## config.mk

```make
export PLATFORM = sky130hd
export DESIGN_NAME = fifo_write_arbiter
export DESIGN_NICKNAME = d
export VERILOG_FILES = /design/src/rtl/fifo_write_arbiter.sv
export SDC_FILE = /design/constraint.sdc
export NUM_CORES = 1
export LEC_CHECK = 0
export CORE_MARGIN = 4
export CORE_UTILIZATION = 24
export CTS_CLUSTER_DIAMETER = 120
export DETAILED_ROUTE_END_ITERATION = 16
export GPL_ROUTABILITY_DRIVEN = 0
export PLACE_DENSITY = 0.86
export SLEW_MARGIN = 20
export SYNTH_ARGS = -nofsm -noshare
export SYNTH_HDL_FRONTEND = slang
export SYNTH_SLANG_ARGS = --single-unit
```

## constraint.sdc

```tcl
create_clock -name clk -period 1.88 [get_ports clk]
set_clock_uncertainty 0.15 [all_clocks]
set_input_delay 0.376 -clock clk [delete_from_list [all_inputs] [get_ports clk]]
set_output_delay 0.376 -clock clk [all_outputs]
set_load 0.02 [all_outputs]
```

## src/rtl/fifo_write_arbiter.sv

```systemverilog
// fifo_write_arbiter: round-robin share of one FIFO write port.
// Optional packet lock enabled by defining FIFO_ARB_PACKET_LOCK_EN.
module fifo_write_arbiter #(
   parameter int N_REQ     = 4,
   parameter int W         = 8,
   parameter int MAX_BEATS = 16
) (
   input  logic             clk,
   input  logic             rst,
   input  logic [N_REQ-1:0] req,
   input  logic [N_REQ*W-1:0] data,
   input  logic [N_REQ-1:0] last,
   input  logic             full,
   output logic [N_REQ-1:0] gnt,
   output logic             push,
   output logic [W-1:0]     wdata,
   output logic             busy
);

   localparam int PW = (N_REQ > 1) ? $clog2(N_REQ) : 1;

   typedef enum logic {IDLE, LOCKED} st_e;

   st_e           st_q, st_d;
   logic [PW-1:0] rr_ptr_q, rr_ptr_d;
   logic [PW-1:0] rr_sel;
   logic          rr_hit;
   logic [PW-1:0] sel;
   logic [PW-1:0] sel_nxt;
   logic          found;
   logic          take;

`ifdef FIFO_ARB_PACKET_LOCK_EN
   localparam int BW = $clog2(MAX_BEATS + 1);
   logic [PW-1:0] owner_q, owner_d;
   logic [BW-1:0] beats_q, beats_d;
   logic [BW-1:0] beats_inc;
`else
   logic          unused_last;
   assign unused_last = ^last;
`endif

   function automatic logic [PW-1:0] wrap_add(
      input logic [PW-1:0] a,
      input int            k
   );
      int s;
      s = (int'(a) + k) % N_REQ;
      return PW'(s);
   endfunction

   // Round-robin search starting at rr_ptr
   always_comb begin
      rr_sel = '0;
      rr_hit = 1'b0;
      for (int k = 0; k < N_REQ; k++) begin
         if (!rr_hit && req[wrap_add(rr_ptr_q, k)]) begin
            rr_hit = 1'b1;
            rr_sel = wrap_add(rr_ptr_q, k);
         end
      end
   end

   // Grant, write data and busy outputs
   always_comb begin
      sel   = rr_sel;
      found = rr_hit;
`ifdef FIFO_ARB_PACKET_LOCK_EN
      if (st_q == LOCKED) begin
         sel   = owner_q;
         found = req[owner_q];
      end
`endif
      take  = found & ~full & ~rst;
      gnt   = '0;
      wdata = '0;
      if (take) begin
         gnt[sel] = 1'b1;
         wdata    = data[int'(sel)*W +: W];
      end
      push    = take;
      busy    = (st_q == LOCKED) & ~rst;
      sel_nxt = wrap_add(sel, 1);
   end

   // Next-state: pointer advance and packet lock tracking
   always_comb begin
      st_d     = st_q;
      rr_ptr_d = rr_ptr_q;
`ifdef FIFO_ARB_PACKET_LOCK_EN
      owner_d   = owner_q;
      beats_d   = beats_q;
      beats_inc = beats_q + 1'b1;
      if (take) begin
         unique case (st_q)
            IDLE: begin
               if (!last[sel] && MAX_BEATS > 1) begin
                  st_d    = LOCKED;
                  owner_d = sel;
                  beats_d = BW'(1);
               end else begin
                  rr_ptr_d = sel_nxt;
               end
            end
            LOCKED: begin
               if (last[sel] || beats_inc == BW'(MAX_BEATS)) begin
                  st_d     = IDLE;
                  beats_d  = '0;
                  rr_ptr_d = sel_nxt;
               end else begin
                  beats_d = beats_inc;
               end
            end
         endcase
      end
`else
      if (take) begin
         rr_ptr_d = sel_nxt;
      end
`endif
   end

   // State and round-robin pointer registers
   always_ff @(posedge clk) begin
      if (rst) begin
         st_q     <= IDLE;
         rr_ptr_q <= '0;
      end else begin
         st_q     <= st_d;
         rr_ptr_q <= rr_ptr_d;
      end
   end

`ifdef FIFO_ARB_PACKET_LOCK_EN
   // Lock owner and beat counter registers
   always_ff @(posedge clk) begin
      if (rst) begin
         owner_q <= '0;
         beats_q <= '0;
      end else begin
         owner_q <= owner_d;
         beats_q <= beats_d;
      end
   end
`endif

endmodule

```

; After elaboration in Yosys (flattened, before gate mapping)
; Cells that the tools add are included.
[totals]
wordCells = 43
reg_bits = 2
output_inout_bits = 14
input_bits = 43
[op_classes]
n_shift = 1
muxes = 20
n_bitwise = 4
reduce_logical = 7
magnitude_cmp = 6
n_addsub = 4
[ops]
columns = operator, n
row1 = 32-bit by 6-bit variable part select with 8-bit output, 1
row2 = 2-bit by 3-bit < comparator with 1-bit output (second input constant), 5
row3 = 1-bit 2-to-1 mux, 9
row4 = 1-bit binary-select mux with 2-bit select, 4
row5 = 2-bit 2-to-1 mux, 4
row6 = 8-bit 2-to-1 mux, 1
row7 = 2-bit by 1-bit adder with 2-bit output (second input constant), 2
row8 = 2-bit adder (second input constant), 2
row9 = 1-bit logical AND, 4
row10 = 4-bit 2-to-1 mux, 1
row11 = 1-bit zero test, 3
row12 = 1-bit bitwise AND, 2
row13 = 1-bit demux with 2-bit select, 1
row14 = 2-bit by 1-bit greater-or-equal comparator with 1-bit output (second input constant), 1
row15 = 1-bit NOT, 2

; Depth between registers and ports, before layout
; Gate-level depths: netlist of run 1.
[logic_depth]
ltp_word = 17
depth_mapped = 8
depth_no_buf = 6

; Worst setup path before layout of run 1
; No wires, ideal clock.
[synth_timing]
path_type = input to output
from = in req[1]
to = out wdata[0]
path_buffers = 0
t_required_ns = 1.354
cell_stages = 5
slack_ns = -0.268
t_arrival_ns = 1.622
cell_sequence = nor2_1 a31oi_2 and2b_1 nand2_1 o22ai_1
[synth_between]
elab_chain_len = 15
word_cells_on_any_way = 26
classes_between = 1 x shift / 17 x mux / 2 x bitwise / 6 x reduce/logical
[synth_lines]
columns = item, line_no
row1 = start: declaration, 10  ; input logic [N_REQ-1:0] req,
row2 = 1-bit binary-select mux with 2-bit select, 57  ; if (!rr_hit && req[wrap_add(rr_ptr_q, k)]) begin
row3 = 1-bit 2-to-1 mux (implied by the code), 57
row4 = 1-bit 2-to-1 mux, 57
row5 = 1-bit zero test, 57
row6 = 1-bit logical AND, 57
row7 = 1-bit 2-to-1 mux, 57
row8 = 1-bit zero test, 57
row9 = 1-bit logical AND, 57
row10 = 1-bit 2-to-1 mux, 57
row11 = 1-bit zero test, 57
row12 = 1-bit logical AND, 57
row13 = 1-bit 2-to-1 mux (*), 57
row14 = 1-bit bitwise AND (*) (2 in a row), 74  ; take = found & ~full & ~rst;
row15 = named net push, 15  ; output logic push,
row16 = 8-bit 2-to-1 mux (*), 77  ; if (take) begin
row17 = end: declaration, 16  ; output logic [W-1:0] wdata,
; The timed path passes the listed nets; every way through them passes the cells marked *. The select of a mux whose other input is x is not followed.

; Worst setup path after layout of run 1
[layout_timing]
from = reg rr_ptr_q[0]
to = out wdata[1]
[layout_between]
elab_chain_len = 15
word_cells_on_any_way = 29
classes_between = 3 x add/sub / 1 x shift / 17 x mux / 2 x bitwise / 6 x reduce/logical
[layout_lines]
columns = item, line_no
row1 = start: declaration, 25  ; logic [PW-1:0] rr_ptr_q, rr_ptr_d;
row2 = start signal: assignment, 130  ; rr_ptr_q <= rr_ptr_d;
row3 = "parallel branches: the longest is 14 deep, another holds 2-bit by 1-bit adder with 2-bit output", n/a
row4 = 8-bit 2-to-1 mux (*), 77
; Mark *: on every way between the ends. The select of a mux whose other input is x is not followed.

==> results of run 1 <==
## report_power, final
part           internal, mW  switching (mW)  total [mW]  leakage (nW)
clock network        0.0708          0.0281      0.0989        0.0138
registers            0.0492         0.00471      0.0539        0.0172
logic                 0.352           0.276       0.628         0.548
total                 0.472           0.309       0.781         0.579
## synthesized netlist by cell type
cell	count
conb_1	1
nand2b_1	2
buf_4	1
inv_1	4
a211oi_1	1
o22a_1	1
mux2i_1	17
a21o_1	1
buf_12	1
and2_1	4
o22ai_1	9
a21oi_1	2
nand2_1	2
nor2_1	3
a31oi_2	1
a211oi_2	1
and2b_1	1
ha_1	4
buf_6	1
nor2b_1	1
dfxtp_1	2
## worst max-delay path, cell delays in order, from the launching register on
cell	delay [ps]
dfxtp_2	320
nand2b_4	140
nor2b_4	120
o22a_4	260
buf_12	160
mux2i_4	190
o22ai_4	170
buf_6	150
## worst max path at each step
stage                to  slack, ps                     start  depth (start not counted)
2_1_floorplan  wdata[0]       -100                    req[1]                          7
3_3_place_gp   wdata[2]      -1080                    req[0]                          8
3_5_place_dp   wdata[1]      -1140                    req[1]                          8
4_1_cts        wdata[7]       -450  rr_ptr_q[0]$_SDFFE_PP0P_                          8
5_1_grt        wdata[1]       -440  rr_ptr_q[0]$_SDFFE_PP0P_                          7
6_report       wdata[1]       -380  rr_ptr_q[0]$_SDFFE_PP0P_                          7
## layer usage
metal  track usage  vias up  wire length [µm]
met4        0.0383        0                49
li1              -      353                 -
met5             0        -                 0
met1         0.196      336               771
met3        0.0554        6               232
met2         0.381       49              1440
## metrics by stage
| step | power, mW | std cells | cell area (µm²) | util |
|---|---|---|---|---|
| after floorplan | 0.348 | 60 | 746 | - |
| final | 0.781 | 152 | 1620 | 0.819 |
| after global routing | 0.826 | 152 | 1620 | 0.819 |
| after detailed placement | 0.538 | 145 | 1350 | 0.682 |
| after global placement | 0.527 | 145 | 1350 | 0.682 |
| after CTS | 0.801 | 154 | 1660 | 0.838 |
## repair_timing
action	CTS	global route
endpoints found under the hold margin	0	0
gates cloned	2	0
setup endpoints to repair	14	13
pin swaps	8	6
resized for setup	128	3
buffers inserted	4	0
## cells by family (layout without fill, tap and decap cells)
group | Yosys count | in the layout | synth area share
compound gates | 16 | 16 | 0.229
other cells | 1 | 1 | 0.00746
buf+inv | 7 | 72 | 0.107
flops | 2 | 2 | 0.0796
simple gates | 13 | 13 | 0.139
fa+ha+maj | 4 | 4 | 0.0995
mux | 17 | 17 | 0.338
## cell type report
type | instances | area (µm²)
clock buffer | 3 | 22.5
inverter | 4 | 25.0
timing repair buffer | 65 | 661
multi-input combinational | 51 | 840
sequential | 2 | 42.5
fill | 96 | 358
tap | 27 | 33.8
==> metrics.csv, run 1 <==
metric;value;unit
status;finished, violations left;
failing checks;negative setup slack;
HP Class;flop to flop;
max frequency;442;MHz
Cell Rows;16;
GRT overflow;0;
area grow syn2layout;223;%
Post-Syn Nets;107;
routed wire length;2490;µm
clk sink count;2;
Tcrit/Tclk final;1.20;
TritonRoute pass-1 iters;4;
leading area contributor after synthesis;mux2i_1;
power per cell area;481;nW/µm²
largest net degree at the start of global routing;9;
I/O Buffers;51;
Top Registers;rr_ptr_q (2);
Initial DRC Count;6;
unrepaired setup endpoints after global routing;yes;
initial antenna violation count;0;
Die ar.;2890;µm²
DRC;0;
Worst Setup Slack, final;-382;ps
ANT nets after route;0;
hold_sp;rr_ptr_q[1]$_SDFFE_PP0P_;
CP Data Arrival Time;1740;ps
Antenna Cells;0;
Hold Vio Cnt, Final;0;
vias in the first global route;815;
Syn Inst Count;60;
Worst setup SP type;flop;
Die Y;53.8;µm
reg2reg path depth;8;
first-pass GRT wire length;3910;µm
Min Clock Period, post-route;2260;ps
maximum capacitance violations;0;
Yosys top cell area share;0.338;
commonest non-fill, non-tap cell in the layout;clkdlybuf4s50_1;
die width;53.8;µm
total CTS buffers;3;
layout cell share with drive strength beyond 1;0.632;
Top reg by flops;rr_ptr_q;
reg2reg end;rr_ptr_q[1]$_SDFFE_PP0P_;
setup TNS;-4440;ps
Final Hold Slack;511;ps
Slew Viols, Final;0;
FF-to-FF setup slack;140;ps
core area;1980;µm²
GRT Overall Usage;0.193;
pre-CTS WS;-1140;ps
cell count of the worst hold path;3;
Endpoint, Worst Hold;rr_ptr_q[1]$_SDFFE_PP0P_;
leading post-synthesis cells by cell area;mux2i_1, o22ai_1, ha_1;
H-tree depth;1;
VDD IR-drop max;0.000375;V
Largest register FFs;2;
yosys warns;0;
CP Capture Type;output pin;
Syn Area/Cell;8.38;µm²
vias per cell;4.89;
Post-Synthesis Cell Area;503;µm²
commonest cells after routing, fill and taps aside;clkdlybuf4s50_1, mux2i_4, buf_6;
Layout Nets;174;
Clock Latency Late Sink;230;ps
# hold bufs at CTS;0;
Top-Level Pins;57;
endpoints failing setup;13;
starting density of the core;0.254;
Lkg Pwr;0.579;nW
Netlist cell types;21;
sequential share of the synthesized area;0.0796;
hpwl dp;1620;µm
root buffer cell;clkbuf_4;
number of synthesized register bits;2;
crit-path max FO;5;
Via Count;744;
clk buf depth;2;
routed length per instance;16.4;µm
CTS tree;built;
Worst EP required;1350;ps
WS Path Type;flop to output pin;
clock-pin slew on the worst setup and hold paths;40;ps
FF-to-FF Start;rr_ptr_q[0]$_SDFFE_PP0P_;
(Power assumes the default switching activity.)
==> inputs of run 2 (changes only) <==
Settings changed: CORE_UTILIZATION 24 to 29, PLACE_DENSITY 0.86 to 0.95.
Clock period 1.88 ns to 2.8 ns, I/O delays scaled along.
==> run 2 against run 1 <==
The flow now finishes without violations; design area fell by 33%; highest routed layer is now met3; combinational power down 63%; largest cell class is now non-clock buffers; critical path type is now input pin to output pin; register-to-register slack gained 850 ps.
==> metrics.csv, run 2 (same netlist as run 1, synthesis figures left out) <==
metric;value;unit;change
setup TNS;0;ps;+4440 ps
DRC;0;;unchanged
reg2reg end;rr_ptr_q[1]$_SDFFE_PP0P_;;
Cell Rows;14;;-2
Min Clock Period, post-route;2720;ps;
total CTS buffers;3;;unchanged
power per cell area;307;nW/µm²;-36%
routed wire length;2030;µm;-19%
vias per cell;4.99;;+2.0%
reg2reg path depth;7;;-1
Final Hold Slack;398;ps;-113 ps
Worst setup SP type;input pin;;
HP Class;flop to flop;;
commonest non-fill, non-tap cell in the layout;clkdlybuf4s50_1;;
layout cell share with drive strength beyond 1;0.306;;-0.326
maximum capacitance violations;0;;unchanged
clk buf depth;2;;unchanged
initial antenna violation count;0;;unchanged
Top reg by flops;rr_ptr_q;;
Largest register FFs;2;;unchanged
GRT overflow;0;;unchanged
clk sink count;2;;unchanged
Die Y;49.6;µm;-7.7%
endpoints failing setup;0;;-13
hold_sp;rr_ptr_q[0]$_SDFFE_PP0P_;;
CP Data Arrival Time;2010;ps;+270 ps
status;completed;;
FF-to-FF setup slack;990;ps;+850 ps
Clock Latency Late Sink;230;ps;about the same
critical path's top delay family;buffers and inverters;;
Via Count;684;;-8.1%
Slew Viols, Final;0;;unchanged
crit-path max FO;8;;+3
Top Registers;rr_ptr_q (2);;
commonest cells after routing, fill and taps aside;clkdlybuf4s50_1, mux2i_1, buf_4;;
Worst EP required;2090;ps;+740 ps
clock-pin slew on the worst setup and hold paths;30;ps;about the same
die width;49.6;µm;-7.7%
routed length per instance;14.8;µm;-9.7%
Lkg Pwr;0.491;nW;-15%
Post-Route Utilization;0.691;;-0.128
Initial DRC Count;5;;-1
area grow syn2layout;117;%;
Tcrit/Tclk final;0.972;;
I/O Buffers;51;;unchanged
ANT nets after route;0;;unchanged
hpwl dp;1590;µm;-2.1%
H-tree depth;1;;unchanged
CTS tree;built;;
slowest stage cell, crit path;clkdlybuf4s15_2;;
vias in the first global route;746;;-8.5%
max frequency;367;MHz;
Die ar.;2460;µm²;-15%
core area;1580;µm²;-20%
max incr delay on CP;290;ps;-30 ps
Top-Level Pins;57;;unchanged
root buffer cell;clkbuf_4;;
Hold Vio Cnt, Final;0;;unchanged
CP Capture Type;output pin;;
pre-CTS WS;-569;ps;+566 ps
unrepaired setup endpoints after global routing;no;;
TritonRoute pass-1 iters;3;;-1
cell count of the worst hold path;2;;-1
Layout Nets;170;;-2.3%
largest net degree at the start of global routing;9;;unchanged
GRT Overall Usage;0.168;;-0.0248
worst-path cell chain;dlygate4sd2_1, nor2_1, buf_4, a211oi_4, nand2_2, o22ai_1, clkdlybuf4s15_2;;
WS Path Type;input pin to output pin;;
crit path from;req[3];;
FF-to-FF Start;rr_ptr_q[1]$_SDFFE_PP0P_;;
first-pass GRT wire length;3240;µm;-17%
Crit path buffers/inverters;3;;+1
Antenna Cells;0;;unchanged
Worst Setup Slack, final;78.0;ps;+460 ps
VDD IR-drop max;0.000165;V;-56%
starting density of the core;0.319;;+0.0653
Endpoint, Worst Hold;rr_ptr_q[0]$_SDFFE_PP0P_;;
[run 2: changes by cell type in the layout (fill, tap and decap cells not counted), moves of 5 or more]
cell and delta:
mux2i_1 +13, clkbuf_2 +5, mux2i_4 -14, buf_6 -10, o22ai_1 +9, o22ai_4 -8
[run 2: what timing repair did]
item | in CTS | in global routing
hold buffers | 0 | 0
pin swaps | 3 | 6
setup buffers | 2 | 0
endpoints found under the setup margin | 13 | 12
cloned | 1 | 0
resized for setup | 46 | 23
[run 2: power breakdown]
group	internal (mW)	switching [mW]	leakage, nW
clock network	0.0475	0.0182	0.0138
logic	0.131	0.0998	0.460
registers	0.0323	0.00570	0.0166
total	0.211	0.124	0.491
[run 2: final cells by class]
cell class	instances	area (µm²)
tap	16	20.0
clock buffer	3	22.5
timing repair buffer	61	553
multi-input combinational	51	439
inverter	4	15.0
fill	136	487
sequential	2	40.0
[run 2: worst reg2reg max path, delay by kind of cell, from the launching register on]
kind,cells,cell delay [ps]
AOI/OAI and AO/OA,3,470
DFF,1,440
adders and majority gates,1,280
buffers and inverters,1,160
muxes,1,140
and+or+nand+nor,1,60
[run 2: worst max-delay path by stage]
stage	to	slack, ps	cells after the start
3_5_place_dp	wdata[2]	-570	8
4_1_cts	wdata[6]	2	8
3_3_place_gp	wdata[3]	-550	7
2_1_floorplan	wdata[0]	280	5
6_report	wdata[7]	80	7
5_1_grt	gnt[1]	3	9
[run 2: layer usage]
layer  track usage  part of all wire  vias to the layer above
met5             0                 0                        -
met4        0.0829                 0                        0
met3        0.0452             0.079                        0
met2         0.324              0.56                       28
met1         0.160              0.36                      312
li1              -                 -                      344
[run 2: stage by stage]
step / total power [mW] / instance area (µm²) / cells
floorplan: 0.152 / 503 / 60
CTS: 0.332 / 1100 / 137
detailed placement: 0.251 / 1050 / 131
global placement: 0.244 / 1050 / 131
global route: 0.361 / 1090 / 137
finish: 0.335 / 1090 / 137
==> inputs of run 3 (changes only) <==
Settings changed: ABC_AREA from default to 1, CORE_UTILIZATION 29 to 43, GPL_ROUTABILITY_DRIVEN 0 to 1.
==> run 3 against run 2 <==
The flow now finishes with violations (negative setup slack); global-route usage rose by 5.8 points; final cell count rose by 100%; wire length rose by 120%; synthesized cell count rose to 2.9 times the previous value; worst hold slack got worse by 53 ps; worst setup slack got worse by 150 ps; synthesized area rose by 110%; critical path depth rose by 5.
==> metrics.csv, run 3 <==
metric;value;unit;change
status;finished, violations left;;
failing checks;negative setup slack;;
Die ar.;3310;µm²;+34%
CP Capture Type;output pin;;
Worst EP required;2090;ps;about the same
HP Class;flop to flop;;
number of synthesized register bits;2;;unchanged
Slew Viols, Final;0;;unchanged
layout cell share with drive strength beyond 1;0.496;;+0.190
leading post-synthesis cells by cell area;inv_1, nand2_1, nand3_2;;
Clock Latency Late Sink;240;ps;about the same
Initial DRC Count;72;;+67
setup TNS;-221;ps;-221 ps
vias per cell;5.37;;+7.6%
Netlist cell types;28;;+33%
clk buf depth;2;;unchanged
endpoints failing setup;8;;+8
CTS tree;built;;
gp weighted congestion;0.824;;
Post-synth EDFFs;0;;unchanged
unrepaired setup endpoints after global routing;yes;;
I/O Buffers;51;;unchanged
vias in the first global route;1371;;+84%
Post-Synthesis Cell Area;1050;µm²;+110%
max frequency;348;MHz;-5.2%
H-tree depth;1;;unchanged
hpwl dp;2620;µm;+65%
# hold bufs at CTS;0;;unchanged
Lkg Pwr;1.01;nW;+100%
VDD IR-drop max;0.000781;V;+370%
Min Clock Period, post-route;2870;ps;+151 ps
CP Data Arrival Time;2160;ps;+150 ps
first-pass GRT wire length;5980;µm;+84%
WS Path Type;input pin to output pin;;
ANT nets after route;0;;unchanged
initial antenna violation count;0;;unchanged
total CTS buffers;3;;unchanged
Antenna Cells;0;;unchanged
Post-Syn Nets;218;;+100%
leading area contributor after synthesis;inv_1;;
Final Cell Area;2010;µm²;+84%
Top-Level Pins;57;;unchanged
clk sink count;2;;unchanged
Final Hold Slack;345;ps;-53.1 ps
Top Registers;rr_ptr_q (2);;
Worst Setup Slack, final;-72.7;ps;-151 ps
largest net degree at the start of global routing;14;;+5
crit-path max FO;6;;-2
Hold Vio Cnt, Final;0;;unchanged
maximum capacitance violations;0;;unchanged
starting density of the core;0.463;;+0.144
routed length per instance;16.3;µm;+11%
Cell Rows;17;;+3
Layout Nets;295;;+74%
sequential share of the synthesized area;0.0380;;-0.0416
Die Y;57.5;µm;+16%
Syn Inst Count;171;;+190%
Non-Filler Instances;274;;+100%
GRT overflow;0;;unchanged
most frequent cell after synthesis;inv_1;;
Largest register FFs;2;;unchanged
TritonRoute pass-1 iters;4;;+1
area grow syn2layout;90.3;%;
Placed Cells;263;;+100%
Syn Area/Cell;6.17;µm²;-26%
Yosys top cell area share;0.132;;-0.207
Top reg by flops;rr_ptr_q;;
Tcrit/Tclk final;1.03;;+0.0538
commonest cells after routing, fill and taps aside;clkdlybuf4s50_1, inv_1, nand2_1;;
Worst setup SP type;input pin;;
routed wire length;4480;µm;+120%
clock-pin slew on the worst setup and hold paths;40;ps;about the same
commonest non-fill, non-tap cell in the layout;clkdlybuf4s50_1;;
Synth async-reset ratio;0;;unchanged
core area;2280;µm²;+44%
pre-CTS WS;-794;ps;-225 ps
placed cell area;1720;µm²;+64%
Primary FF master, synth;dfxtp_1;;
power per cell area;1050;nW/µm²;+240%
DRC;0;;unchanged
most frequent cells after synthesis;inv_1, nand2_1, nand3_1;;
root buffer cell;clkbuf_4;;
Via Count;1472;;+120%
GRT Overall Usage;0.226;;+0.0577
yosys warns;0;;unchanged
die width;57.5;µm;+16%
run 3: final timing paths:
kind	start	endpoint	slack, ps	cells after the start
worst max-delay path	req[3]	gnt[0]	-70	12
worst min-delay path	rr_ptr_q[1]$_SDFFE_PP0P_	rr_ptr_q[1]$_SDFFE_PP0P_	350	2
worst max register to register	rr_ptr_q[0]$_SDFFE_PP0P_	rr_ptr_q[1]$_SDFFE_PP0P_	640	11
worst min register to register	rr_ptr_q[1]$_SDFFE_PP0P_	rr_ptr_q[1]$_SDFFE_PP0P_	350	2
run 3: layer usage:
metal	vias up	routed length, µm	GRT usage
met2	95	2330	0.427
met4	0	224	0.0762
li1	677	-	-
met1	675	1660	0.255
met5	-	0	0
met3	25	267	0.0271
run 3: timing repair:
item / in CTS / in global routing
endpoints found under the setup margin: 13 / 13
cloned: 1 / 1
setup buffers: 1 / 5
pin swaps: 19 / 25
gates resized for setup: 90 / 49
run 3: cell families (layout without fill, tap and decap cells):
group	Yosys count	after routing	synth area share
AO/OA/AOI/OAI	14	14	0.106
buffers and inverters	47	121	0.196
flip-flops	2	2	0.0380
adder cells (fa/ha/maj)	4	4	0.0475
AND/OR/NAND/NOR	103	104	0.610
other	1	1	0.00356
run 3: power by group:
part	internal [mW]	switching (mW)
combinational	0.831	1.15
clock	0.0476	0.0210
sequential	0.0410	0.0130
run 3: critical path: stages:
cell and delay (ps):
buf_6 100, inv_2 80, nand2_4 70, nand3_4 120
nand2_8 90, nor2_8 150, nand4_1 240, nand2_8 190
ha_1 180, inv_1 60, nor2_1 130, buf_2 190
run 3: cell type report:
cell class | count | area, µm²
fillers | 120 | 269
inverters | 41 | 169
flip-flops and latches | 2 | 45.0
well taps | 28 | 35.0
multi-input cells | 123 | 988
clock buffers | 3 | 22.5
repair buffers | 77 | 747
run 3: metrics by stage:
step,utilization,power [mW]
finish,0.882,2.10
global route,0.882,2.23
CTS,0.792,1.72
detailed placement,0.754,1.53
global placement,0.754,1.47
floorplan,-,1.04
